`config.mk`:
```
export PLATFORM = sky130hd
export DESIGN_NAME = maxnet_weight_streamer_flat
export DESIGN_NICKNAME = d
export VERILOG_FILES = /design/src/rtl/maxnet_pkg.sv /design/src/rtl/maxnet_weight_streamer_if.sv /design/src/rtl/maxnet_row_gen.sv /design/src/rtl/maxnet_weight_streamer.sv /design/src/flat_wrapper.sv
export SDC_FILE = /design/constraint.sdc
export NUM_CORES = 1
export LEC_CHECK = 0
export ABC_AREA = 1
export CAP_MARGIN = 20
export CORE_ASPECT_RATIO = 1.25
export CORE_UTILIZATION = 40
export DETAILED_ROUTE_END_ITERATION = 16
export HOLD_SLACK_MARGIN = 0.1
export PLACE_DENSITY = 0.7
export SYNTH_ARGS = -nofsm -noshare
export SYNTH_HDL_FRONTEND = slang
export SYNTH_SLANG_ARGS = --single-unit
```
`constraint.sdc`:
```
create_clock -name clk -period 2.3 [get_ports clk]
set_input_delay 0.23 -clock clk [delete_from_list [all_inputs] [get_ports clk]]
set_output_delay 0.23 -clock clk [all_outputs]
set_load 0.01 [all_outputs]
```
`src/rtl/maxnet_pkg.sv`:
```
// Shared types, constants and fixed-point helpers for the MaxNet weight streamer.
package maxnet_pkg;

  // Streamer control states. The current state is visible on the top's dbg_state port.
  typedef enum logic [1:0] {
    IDLE   = 2'd0,
    STREAM = 2'd1,
    DONE   = 2'd2
  } state_e;

  // Legacy MaxNet configuration, used as the parameter defaults.
  localparam int DEF_N     = 4;
  localparam int DEF_WIDTH = 5;
  localparam int DEF_FRAC  = 3;
  localparam int DEF_EPS   = 2;

  // Fixed-point 1.0 for the given number of fractional bits.
  function automatic int fx_one(input int frac);
    return 1 << frac;
  endfunction

  // Two's-complement negation of val, truncated to width bits.
  function automatic int fx_neg(input int val, input int width);
    return (~val + 1) & ((1 << width) - 1);
  endfunction

endpackage

```
`src/rtl/maxnet_weight_streamer_if.sv`:
```
// Row stream bus from the weight streamer to the MaxNet MAC array.
//
// Handshake: a row transfers on every rising edge where row_valid and
// row_ready are both high. Once row_valid is raised, row_data, row_idx and
// row_last stay stable until that transfer happens. row_valid never depends
// combinationally on row_ready.
interface maxnet_weight_streamer_if #(
  parameter int N     = 4,
  parameter int WIDTH = 5
) ();
  localparam int IW = (N > 1) ? $clog2(N) : 1;

  logic                 row_valid;
  logic                 row_ready;
  logic [N*WIDTH-1:0]   row_data;
  logic [IW-1:0]        row_idx;
  logic                 row_last;

  modport master (
    output row_valid,
    output row_data,
    output row_idx,
    output row_last,
    input  row_ready
  );

  modport slave (
    input  row_valid,
    input  row_data,
    input  row_idx,
    input  row_last,
    output row_ready
  );
endinterface

```
`src/rtl/maxnet_row_gen.sv`:
```
// Combinational generator for one row of the MaxNet weight matrix:
// ONE on the diagonal, zero (identity mode) or -eps off the diagonal.
module maxnet_row_gen
  import maxnet_pkg::*;
#(
  parameter int N     = DEF_N,
  parameter int WIDTH = DEF_WIDTH,
  parameter int FRAC  = DEF_FRAC,
  localparam int IW   = (N > 1) ? $clog2(N) : 1
) (
  input  logic [IW-1:0]      row_idx,
  input  logic [WIDTH-2:0]   eps,
  input  logic               mode,
  output logic [N*WIDTH-1:0] row
);
  localparam logic [WIDTH-1:0] ONE_W = WIDTH'(fx_one(FRAC));

  logic [WIDTH-1:0] off_val;

  // Off-diagonal value shared by every non-diagonal element of the row.
  always_comb begin
    off_val = '0;
    if (!mode) off_val = WIDTH'(fx_neg(int'(eps), WIDTH));
  end

  // Place ONE at column row_idx and the off-diagonal value elsewhere.
  always_comb begin
    row = '0;
    for (int j = 0; j < N; j++) begin
      if (j == int'(row_idx)) row[j*WIDTH +: WIDTH] = ONE_W;
      else                    row[j*WIDTH +: WIDTH] = off_val;
    end
  end
endmodule

```
`src/rtl/maxnet_weight_streamer.sv`:
```
// Streams an N x N MaxNet weight matrix row by row over a valid/ready bus.
// Epsilon and identity mode are captured on start and held for the whole matrix.
module maxnet_weight_streamer
  import maxnet_pkg::*;
#(
  parameter int N           = DEF_N,
  parameter int WIDTH       = DEF_WIDTH,
  parameter int FRAC        = DEF_FRAC,
  parameter int DEFAULT_EPS = DEF_EPS
) (
  input  logic             clk,
  input  logic             rst,
  input  logic             start,
  input  logic [WIDTH-2:0] eps_in,
  input  logic             use_default,
  input  logic             mode_identity,
  output logic             busy,
  output logic             done,
  output state_e           dbg_state,
  maxnet_weight_streamer_if.master rowif
);
  localparam int IW    = (N > 1) ? $clog2(N) : 1;
  localparam int ONE_I = fx_one(FRAC);

  // Elaboration-time parameter sanity.
  if (FRAC > WIDTH - 2) begin : g_bad_frac
    $error("maxnet_weight_streamer: FRAC must be <= WIDTH-2 so ONE is positive");
  end
  if (N < 2) begin : g_bad_n
    $error("maxnet_weight_streamer: N must be >= 2");
  end

  state_e             state_q, state_n;
  logic [IW-1:0]      idx_q, idx_n;
  logic [WIDTH-2:0]   eps_q, eps_n, eps_eff;
  logic               mode_q, mode_n;
  logic               valid_q, valid_n;
  logic               done_q, done_n;
  logic [N*WIDTH-1:0] data_q, gen_row;
  int                 eps_sel;

  // Effective epsilon: default substitution for zero, then clamp to ONE.
  always_comb begin
    eps_sel = int'(eps_in);
    if (eps_in == '0 && use_default) eps_sel = DEFAULT_EPS;
    if (eps_sel > ONE_I) eps_sel = ONE_I;
    eps_eff = (WIDTH-1)'(eps_sel);
  end

  // Next-state logic; start and the config inputs matter only in IDLE.
  always_comb begin
    state_n = state_q;
    idx_n   = idx_q;
    eps_n   = eps_q;
    mode_n  = mode_q;
    valid_n = valid_q;
    done_n  = 1'b0;
    case (state_q)
      IDLE: begin
        valid_n = 1'b0;
        if (start) begin
          state_n = STREAM;
          idx_n   = '0;
          eps_n   = eps_eff;
          mode_n  = mode_identity;
          valid_n = 1'b1;
        end
      end
      STREAM: begin
        valid_n = 1'b1;
        if (rowif.row_ready) begin
          if (idx_q == IW'(N - 1)) begin
            state_n = DONE;
            valid_n = 1'b0;
            done_n  = 1'b1;
          end else begin
            idx_n = idx_q + 1'b1;
          end
        end
      end
      DONE: begin
        state_n = IDLE;
        valid_n = 1'b0;
      end
      default: begin
        state_n = IDLE;
        valid_n = 1'b0;
      end
    endcase
  end

  // Row generator fed with next-cycle values so row_data lands in step with row_idx.
  maxnet_row_gen #(
    .N     (N),
    .WIDTH (WIDTH),
    .FRAC  (FRAC)
  ) u_row_gen (
    .row_idx (idx_n),
    .eps     (eps_n),
    .mode    (mode_n),
    .row     (gen_row)
  );

  // State, latched configuration and registered row outputs.
  always_ff @(posedge clk or posedge rst) begin
    if (rst) begin
      state_q <= IDLE;
      idx_q   <= '0;
      eps_q   <= '0;
      mode_q  <= 1'b0;
      valid_q <= 1'b0;
      done_q  <= 1'b0;
      data_q  <= '0;
    end else begin
      state_q <= state_n;
      idx_q   <= idx_n;
      eps_q   <= eps_n;
      mode_q  <= mode_n;
      valid_q <= valid_n;
      done_q  <= done_n;
      data_q  <= valid_n ? gen_row : '0;
    end
  end

  assign rowif.row_valid = valid_q;
  assign rowif.row_data  = data_q;
  assign rowif.row_idx   = idx_q;
  assign rowif.row_last  = valid_q && (idx_q == IW'(N - 1));
  assign busy            = (state_q == STREAM);
  assign done            = done_q;
  assign dbg_state       = state_q;
endmodule

```
`src/flat_wrapper.sv`:
```
// flat-port wrapper written by rule: the top's interface ports become plain ports
module maxnet_weight_streamer_flat import maxnet_pkg::*;
#(
  parameter int N           = DEF_N,
  parameter int WIDTH       = DEF_WIDTH,
  parameter int FRAC        = DEF_FRAC,
  parameter int DEFAULT_EPS = DEF_EPS
)
  (clk, rst, start, eps_in, use_default, mode_identity, busy, done, dbg_state, rowif_row_valid, rowif_row_data, rowif_row_idx, rowif_row_last, rowif_row_ready);
  maxnet_weight_streamer_if #(.N(N), .WIDTH(WIDTH)) rowif_i ();
  input  logic clk;
  input  logic rst;
  input  logic start;
  input  logic [WIDTH-2:0] eps_in;
  input  logic use_default;
  input  logic mode_identity;
  output logic busy;
  output logic done;
  output state_e dbg_state;
  output wire logic [$bits(rowif_i.row_valid)-1:0] rowif_row_valid;
  output wire logic [$bits(rowif_i.row_data)-1:0] rowif_row_data;
  output wire logic [$bits(rowif_i.row_idx)-1:0] rowif_row_idx;
  output wire logic [$bits(rowif_i.row_last)-1:0] rowif_row_last;
  input wire logic [$bits(rowif_i.row_ready)-1:0] rowif_row_ready;
  assign rowif_row_valid = rowif_i.row_valid;
  assign rowif_row_data = rowif_i.row_data;
  assign rowif_row_idx = rowif_i.row_idx;
  assign rowif_row_last = rowif_i.row_last;
  assign rowif_i.row_ready = rowif_row_ready;
  maxnet_weight_streamer #(.N(N), .WIDTH(WIDTH), .FRAC(FRAC), .DEFAULT_EPS(DEFAULT_EPS)) u_core (.clk(clk), .rst(rst), .start(start), .eps_in(eps_in), .use_default(use_default), .mode_identity(mode_identity), .busy(busy), .done(done), .dbg_state(dbg_state), .rowif(rowif_i));
endmodule
```
# Yosys cells after proc, flatten, opt, wreduce, memory -nomap -nowiden
# Index checks and enable logic that the tools add are counted.
# word_totals
regBits,31
inputBits,10
word_cells,52
# classes
addsub,2
magnitude_cmp,1
n_eq_ne,8
n_mux,27
bitwise_logic,1
reduce_logical,6
# ops
op,n
5-bit two-way mux,5
20-bit two-way mux,1
4-bit two-way mux,4
2-bit two-way mux,6
1-bit two-way mux,8
2-bit one-hot mux with 2 select lines,2
"5-bit by 2-bit adder with 5-bit output, second input constant",1
4-bit inverter with 5-bit output,1
"2-bit == test, first input constant",2
"4-bit > comparator, second input constant",1
2-bit logical NOT,2
4-bit logical NOT,1
"2-bit by 1-bit inequality test with 1-bit output, second input constant",2
3-bit AND reduction,1
"2-bit by 1-bit adder with 2-bit output, second input constant",1
"1-bit by 2-bit == test with 1-bit output, first input constant",1
"2-bit by 1-bit == test with 1-bit output, second input constant",1
"2-bit == test, second input constant",1
1-bit logical AND,2
"2-bit inequality test, second input constant",1
1-bit one-hot mux with 2 select lines,1

# Longest topological paths before layout
# Gate-level depths: netlist (run 1).
# logic_depth
ltp_word,12
ltp_mapped,10

# Modules after synthesis
# From an unflattened synthesis (run 1), not the netlist that was laid out.
# unflattened
hier_cells,146
hier_area_um2,1436.4
# modules_own_cells
mod,instances,cells_per_inst,area_per_inst_um2
maxnet_weight_streamer,1,100,1221.2
maxnet_row_gen,1,46,215.2

# Least setup slack after synthesis (run 1)
# Ideal clock, no wire load.
# synth_path
path_type,reg-to-reg
startpoint,register u_core.state_q[0] (netlist: u_core.dbg_state[0])
endpoint,register u_core.data_q[17] (netlist: u_core.rowif.row_data[17])
arrival_time_ns,1.539
required_ns,2.179
path_slack_ns,0.640
path_stages_with_launch,9
n_path_buf,0
synth_period_minus_slack_ns,1.660
cell_sequence,dfrtp_1 nor2_4 nand2_4 nor2_1 a21oi_4 ha_1 or2_0 nand3_1 nor2_1
# synth_via
elab_chain_cells,7
word_cells_on_any_way,12
# synth_rtl
element,line_no,text
start: declaration,maxnet_weight_streamer.sv:33,"state_e state_q, state_n;"
start signal: assignment,maxnet_weight_streamer.sv:115,state_q <= state_n;
2-bit logical NOT,maxnet_weight_streamer.sv:58,case (state_q)
4-bit two-way mux,maxnet_weight_streamer.sv:58,
4-bit inverter with 5-bit output,maxnet_pkg.sv:24,return (~val + 1) & ((1 << width) - 1);
5-bit by 2-bit adder with 5-bit output,maxnet_pkg.sv:24,
5-bit two-way mux,maxnet_row_gen.sv:23,"if (!mode) off_val = WIDTH'(fx_neg(int'(eps), WIDTH));"
5-bit two-way mux,maxnet_row_gen.sv:30,if (j == int'(row_idx)) row[j*WIDTH +: WIDTH] = ONE_W;
20-bit two-way mux *,maxnet_weight_streamer.sv:121,data_q <= valid_n ? gen_row : '0;
end signal: assignment,maxnet_weight_streamer.sv:121,
end: declaration,maxnet_weight_streamer.sv:39,"logic [N*WIDTH-1:0] data_q, gen_row;"
# Every way passes the cells marked *; elsewhere a longest branch is shown, timed or not.
# A chain may end at the register's enable or synchronous reset.

# Worst setup path after layout (run 1)
# layout_path
startpoint,register u_core.state_q[1] (netlist: u_core.dbg_state[1])
endpoint,output port busy
# layout_via
elab_chain_cells,1
# layout_rtl
element,line_no,text
2-bit by 1-bit == test with 1-bit output,maxnet_weight_streamer.sv:129,assign busy = (state_q == STREAM);
end: declaration,flat_wrapper.sv:17,output logic busy;
# Every way passes these cells.

==> results of run 1 <==
per-stage QoR:
step                      power [mW]  hold slack, ns  setup slack, ns
after floorplan                 1.57           0.334            0.640
after CTS                       2.41           0.267            0.489
final                           2.38           0.260            0.498
after global routing            2.58           0.287            0.401
after detailed placement        2.10           0.528            0.235
after global placement          2.07           0.533            0.268
placed cells by master, fill, tap and decap left out, types with 2 or more instances in the layout:
cell type / count
sky130_fd_sc_hd__a21oi_1: 6
sky130_fd_sc_hd__a21oi_4: 2
sky130_fd_sc_hd__clkbuf_4: 5
sky130_fd_sc_hd__clkdlybuf4s50_1: 37
sky130_fd_sc_hd__dfrtp_1: 31
sky130_fd_sc_hd__inv_1: 16
sky130_fd_sc_hd__inv_2: 6
sky130_fd_sc_hd__nand2_1: 20
sky130_fd_sc_hd__nand2_2: 2
sky130_fd_sc_hd__nand3_1: 7
sky130_fd_sc_hd__nor2_1: 21
sky130_fd_sc_hd__nor2_2: 3
sky130_fd_sc_hd__o21ai_1: 3
sky130_fd_sc_hd__o21ai_2: 2
worst max-delay path by stage:
stage / startpoint / end / slack, ns / depth (start not counted)
3_3_place_gp: start / u_core.rowif.row_data[14]$_DFF_PP0_ / 0.27 / 9
2_1_floorplan: u_core.dbg_state[0]$_DFFE_PP0P_ / u_core.rowif.row_data[17]$_DFF_PP0_ / 0.64 / 8
3_5_place_dp: start / u_core.rowif.row_data[4]$_DFF_PP0_ / 0.23 / 9
4_1_cts: u_core.dbg_state[1]$_DFFE_PP0P_ / busy / 0.49 / 4
5_1_grt: u_core.dbg_state[1]$_DFFE_PP0P_ / busy / 0.40 / 4
6_report: u_core.dbg_state[1]$_DFFE_PP0P_ / busy / 0.50 / 4
power breakdown:
group	total, mW	switching (mW)	internal [mW]
registers	0.837	0.0857	0.751
logic	1.24	0.687	0.549
clock network	0.310	0.168	0.141
cell families after synthesis:
group	count (synthesis)
AO/OA/AOI/OAI	15
adder cells (fa/ha/maj)	1
buffers and inverters	23
flip-flops	31
AND/OR/NAND/NOR	60
routing by layer:
layer  vias up  wire length (microns)
met2        23                   1260
met5         -                      0
met1       430                    927
met3         4                    104
li1        490                      -
met4         0                     67
state kept, by name, summed over array words and instances (netlist names):
signal / cells
u_core.dbg_state: 2
u_core.done: 1
u_core.eps_q: 4
u_core.mode_q: 1
u_core.rowif.row_data: 20
u_core.rowif.row_idx: 2
u_core.rowif.row_valid: 1
worst reg2reg max path, cell delays in order (launching register included):
cell and delay [ns]:
sky130_fd_sc_hd__dfrtp_1 0.46, sky130_fd_sc_hd__nor2_4 0.18, sky130_fd_sc_hd__nand2_4 0.10, sky130_fd_sc_hd__nor2_1 0.19
sky130_fd_sc_hd__a21oi_4 0.09, sky130_fd_sc_hd__ha_1 0.23, sky130_fd_sc_hd__or2_0 0.22, sky130_fd_sc_hd__nand3_1 0.13
sky130_fd_sc_hd__nor2_1 0.07
final cells by class:
| type | count | share of cell area |
|---|---|---|
| flip-flops and latches | 31 | 0.446 |
| multi-input cells | 76 | 0.229 |
| repair buffers | 38 | 0.217 |
| inverters | 23 | 0.0496 |
| clock buffers | 6 | 0.0295 |
| well taps | 36 | 0.0259 |
| clock inverters | 1 | 0.00288 |
==> results.cfg, run 1 <==
[timing]
transition_time_of_the_tightest_slew_check_pin_ns = 0.364
final.setup_skew_ns = 0.00338
max_freq_mhz = 555
fin_tns_setup_ns = 0
final_hold_viol_count = 0
report.final.setup_viol = 0
setup_repair_after_global_routing_missed_its_margin = no
min_cycle_time_layout_ns = 1.80
slew_headroom = 0.757
min_period_over_period = 0.783
slew_viol_final = 0

[clocking]
cts.clk_slew.worst_paths_ns = 0.09
ctsResizeCount = 0
cts_tree = yes
ctsHoldBuffers = 0
numCtsBuffers = 5
clk-insertion-delay-late_ns = 0.33
cts.root.buffer_cell = sky130_fd_sc_hd__clkbuf_4
max-clock-path-buffers = 2
cts_htree_levels = 2
post-cts-setup-buffers = 0
cts.sink_count = 31

[yosys]
synthTopCellsByArea = sky130_fd_sc_hd__dfrtp_1 62%, sky130_fd_sc_hd__nor2_1 6.3%, sky130_fd_sc_hd__nand2_1 6.0%, sky130_fd_sc_hd__inv_1 4.8%, sky130_fd_sc_hd__nand3_1 2.8%
synth_compound_gate_area_share = 0.0864
yosys.area_share.adder = 0.00993
synth.largest_area_cell = sky130_fd_sc_hd__dfrtp_1
synth.cell_area_sq_um = 1260
multiplexer_share_of_the_synthesized_area = 0
synthTopCellsByCount = 31 x sky130_fd_sc_hd__dfrtp_1, 21 x sky130_fd_sc_hd__nor2_1, 20 x sky130_fd_sc_hd__nand2_1
synthFlopType = sky130_fd_sc_hd__dfrtp_1
yosys.cell_count.top_type = sky130_fd_sc_hd__dfrtp_1
synth-edff-count = 0
syn-instance-count = 130
synth_top_family_by_area = simple AND/OR/NAND/NOR gates
netlist.area_leader.share = 0.616
synth_sequential_area_ratio = 0.616
postSynth.asyncResetShare = 1.00
synth.net_count = 141
ys_seq_elements = 31
synth_warnings = 0
synth_xor_xnor_area_share = 0
syn_area_per_cell_sq_um = 9.69
yosys.cell_types.count = 23
synth_simple_gate_area_share = 0.219

[setup_path]
setup.worst_path.class = flop to primary output
worstSetupStartpointType = flop
most_numerous_cell_on_the_critical_path = sky130_fd_sc_hd__inv_1
cp_data_arrival_time_ns = 1.57
path_cells = inv_1 -> nand2_2 -> inv_1 -> clkdlybuf4s50_1
cp_num_buf_inv = 3
cp_slowest_cell = sky130_fd_sc_hd__clkdlybuf4s50_1
cell_family_with_the_largest_share_of_critical_path_delay = buffers and inverters
regToRegStartpoint = u_core.dbg_state[0]$_DFFE_PP0P_
critical_path_required_ns = 2.07
r2r_cell_count = 8
max_stage_delay_ns = 0.52
critPathMaxFanout = 5
timing.reg2reg.setup_slack_ns = 0.54
timing.rr.end = u_core.rowif.row_data[17]$_DFF_PP0_
setup.worst_path.end_class = primary output

[global_route]
met3_capacity_usage_during_global_routing = 0.0657
first_pass_grt_wire_length_microns = 3970
grt_start_max_net_pins = 32
grt_use_met1 = 0.167
grt_overflow = 0
grt_antenna_before_repair = 0
grt_pass1_vias = 949
global_route.peak_usage_layer = met2
met2_usage = 0.288
gr-usage-all-layers = 0.170

[cells_and_area]
areaGrowthSynthToFinish_pct = 38.0
post_route_cells_drive_above_1_share = 0.154
multi_input_logic_area_sq_um = 398
fin_area_sq_um = 1740
register_area_sq_um = 776
num-nets-final = 186
fin_cells = 211
antenna_cells_inserted = 0
finish.utilization = 0.585
fillCellCount = 265

[place]
dp.cells = 204
gp_routability_congestion = 0.841
place_hpwl_microns = 1830
placement.io_buffers = 37
dpl_cell_area_sq_um = 1680

[floorplanning]
floorplan.initialDensity = 0.424
boundaryPins = 38
core_region_area_sq_um = 2970
die_w_microns = 52.2
num_rows = 22
die-height_microns = 64.8
floorplan.die_area_sq_um = 3380

[hold_path]
worstHoldPathType = primary input to asynchronous set/reset pin

[route]
routed_wire_length_per_instance_microns = 11.2
total_detailed_routing_wirelength_microns = 2360
antenna_left = 0
final_routed_drc_violation_total = 0
drtIter0Drc = 21
dr.pass1.iters = 4
vias = 947
routed_via_density = 4.49

[job]
maxCapViolCount = 0

[power]
leakage_dissipation_nw = 0.871
vdd.ir_drop.worst_v = 0.000643
pwr_density_cell_nw_per_um2 = 1370

[outcome]
run_status = complete, no violations
Power figures use the tool's default switching activity.
==> run 2, diff against run 1 <==
Clock period 2.3 ns to 1.8 ns, I/O delays scaled along.
==> run 2 against run 1 <==
Against the previous run:
- critical path depth is 2 lower
- hold slack worse by 0.038 ns
- sequential cell count stayed put
- largest cell class unchanged
==> results.cfg, run 2 (synthesis gave the netlist of run 1 again) <==
[outcome]
run_status = complete, no violations

[timing]
setup_repair_after_global_routing_missed_its_margin = no
final_hold_viol_count = 0
transition_time_of_the_tightest_slew_check_pin_ns = 0.372
report.final.setup_viol = 0
slew_headroom = 0.752
fin_tns_setup_ns = 0
final_critical_path_setup_slack_ns = 0.174
max_freq_mhz = 615
min_cycle_time_layout_ns = 1.63
min_period_over_period = 0.903
hold_ws_ns = 0.222
final.setup_skew_ns = 0.00366
slew_viol_final = 0

[clocking]
cts.clk_slew.worst_paths_ns = 0.09
numCtsBuffers = 5
cts_tree = yes
cts_htree_levels = 2
cts.root.buffer_cell = sky130_fd_sc_hd__clkbuf_4
max-clock-path-buffers = 2
cts.sink_count = 31
clk-insertion-delay-late_ns = 0.33

[global_route]
grt_overflow = 0
first_pass_grt_wire_length_microns = 4210
grt_antenna_before_repair = 0
grt_start_max_net_pins = 32
grt_pass1_vias = 996
gr-usage-all-layers = 0.179

[cells_and_area]
multi_input_logic_area_sq_um = 400
largest_register_ff_count = 20
post_route_cells_drive_above_1_share = 0.211
final_common_cell = sky130_fd_sc_hd__clkdlybuf4s50_1
antenna_cells_inserted = 0
mostFrequentLayoutCells = 36 x sky130_fd_sc_hd__clkdlybuf4s50_1, 31 x sky130_fd_sc_hd__dfrtp_1, 20 x sky130_fd_sc_hd__nand2_1, 20 x sky130_fd_sc_hd__nor2_1, 15 x sky130_fd_sc_hd__inv_1
fillCellCount = 259
areaGrowthSynthToFinish_pct = 46.2
num-nets-final = 195
register_area_sq_um = 776
fin_cells = 221

[setup_path]
cp_data_arrival_time_ns = 1.45
worstSetupStartpointType = flop
cp_num_buf_inv = 1
setup.worst_path.class = flop to primary output
cell_family_with_the_largest_share_of_critical_path_delay = buffers and inverters
critical_path_required_ns = 1.62
max_stage_delay_ns = 0.52
cp_slowest_cell = sky130_fd_sc_hd__clkdlybuf4s50_1
setup.worst_path.end_class = primary output
critPathMaxFanout = 5
path_cells = and3_1 -> clkdlybuf4s50_1

[route]
drtIter0Drc = 16
routed_wire_length_per_instance_microns = 10.8
dr.pass1.iters = 4
final_routed_drc_violation_total = 0
routed_via_density = 4.54
antenna_left = 0
vias = 1003
total_detailed_routing_wirelength_microns = 2390

[power]
vdd.ir_drop.worst_v = 0.00133
totalPowerFinal_mw = 3.32
leakage_dissipation_nw = 0.935
pwr_density_cell_nw_per_um2 = 1800

[place]
placement.io_buffers = 37
place_hpwl_microns = 1900
dp.cells = 213
gp_routability_congestion = 0.850
dp_slack_ns = -0.0314

[floorplanning]
die-height_microns = 64.8
core_region_area_sq_um = 2970
num_rows = 22
floorplan.die_area_sq_um = 3380
die_w_microns = 52.2
floorplan.initialDensity = 0.424
boundaryPins = 38

[job]
maxCapViolCount = 0

[hold_path]
worstHoldPathType = primary input to asynchronous set/reset pin
==> run 2: worst min-delay path, delay by kind of cell <==
| kind | cells | cell delay [ns] |
|---|---|---|
| buffers and inverters | 3 | 0.79 |
==> run 2: worst paths after layout <==
kind                                              startpoint                            endpoint  slack, ns  depth (start not counted)
setup / recovery           u_core.rowif.row_idx[0]$_DFF_PP0_                      rowif_row_last       0.17                          2
hold / removal                                           rst  u_core.rowif.row_data[6]$_DFF_PP0_       0.22                          3
setup reg to reg             u_core.dbg_state[0]$_DFFE_PP0P_  u_core.rowif.row_data[4]$_DFF_PP0_       0.19                          8
hold reg to reg                    u_core.eps_q[2]$_DFF_PP0_           u_core.eps_q[2]$_DFF_PP0_       0.54                          2
max in group asynchronous                                rst           u_core.eps_q[1]$_DFF_PP0_       1.31                          3
min in group clk                   u_core.eps_q[2]$_DFF_PP0_           u_core.eps_q[2]$_DFF_PP0_       0.54                          2
==> run 2: final cells by class <==
class                      count  area share
clock inverter                 2      0.0190
tap                           36      0.0245
clock buffer                   6      0.0279
multi-input combinational     76       0.217
inverter                      23      0.0469
sequential                    31       0.421
timing repair buffer          47       0.243
==> run 2: timing repair <==
item / 4_1_cts / 5_1_grt
hold buffers: 0 / 0
setup endpoints to repair: 0 / 3
buffers inserted: 0 / 0
resized for setup: 0 / 3
==> run 2: power by group <==
group	internal, mW	total [mW]	switching [mW]
registers	0.960	1.06	0.0967
clock network	0.328	0.558	0.230
logic	0.793	1.71	0.914
==> run 2: metal layers <==
layer  wire length [microns]  vias to the layer above  track usage
li1                        -                      507            -
met1                     943                      466        0.192
met2                    1250                       22        0.293
met3                     107                        8       0.0634
met4                      81                        0        0.109
met5                       0                        -            0
==> run 2: stage by stage <==
step | cell area (sq um) | util
floorplan | 1260 | -
global route | 1840 | 0.620
finish | 1840 | 0.620
detailed placement | 1750 | 0.589
CTS | 1840 | 0.618
global placement | 1750 | 0.589
==> run 3, diff against run 2 <==
Settings changed: ABC_CLOCK_PERIOD_IN_PS set to 1800.
==> results of run 3 <==
No change in the layout: final DEF, timing and power equal those of run 2.
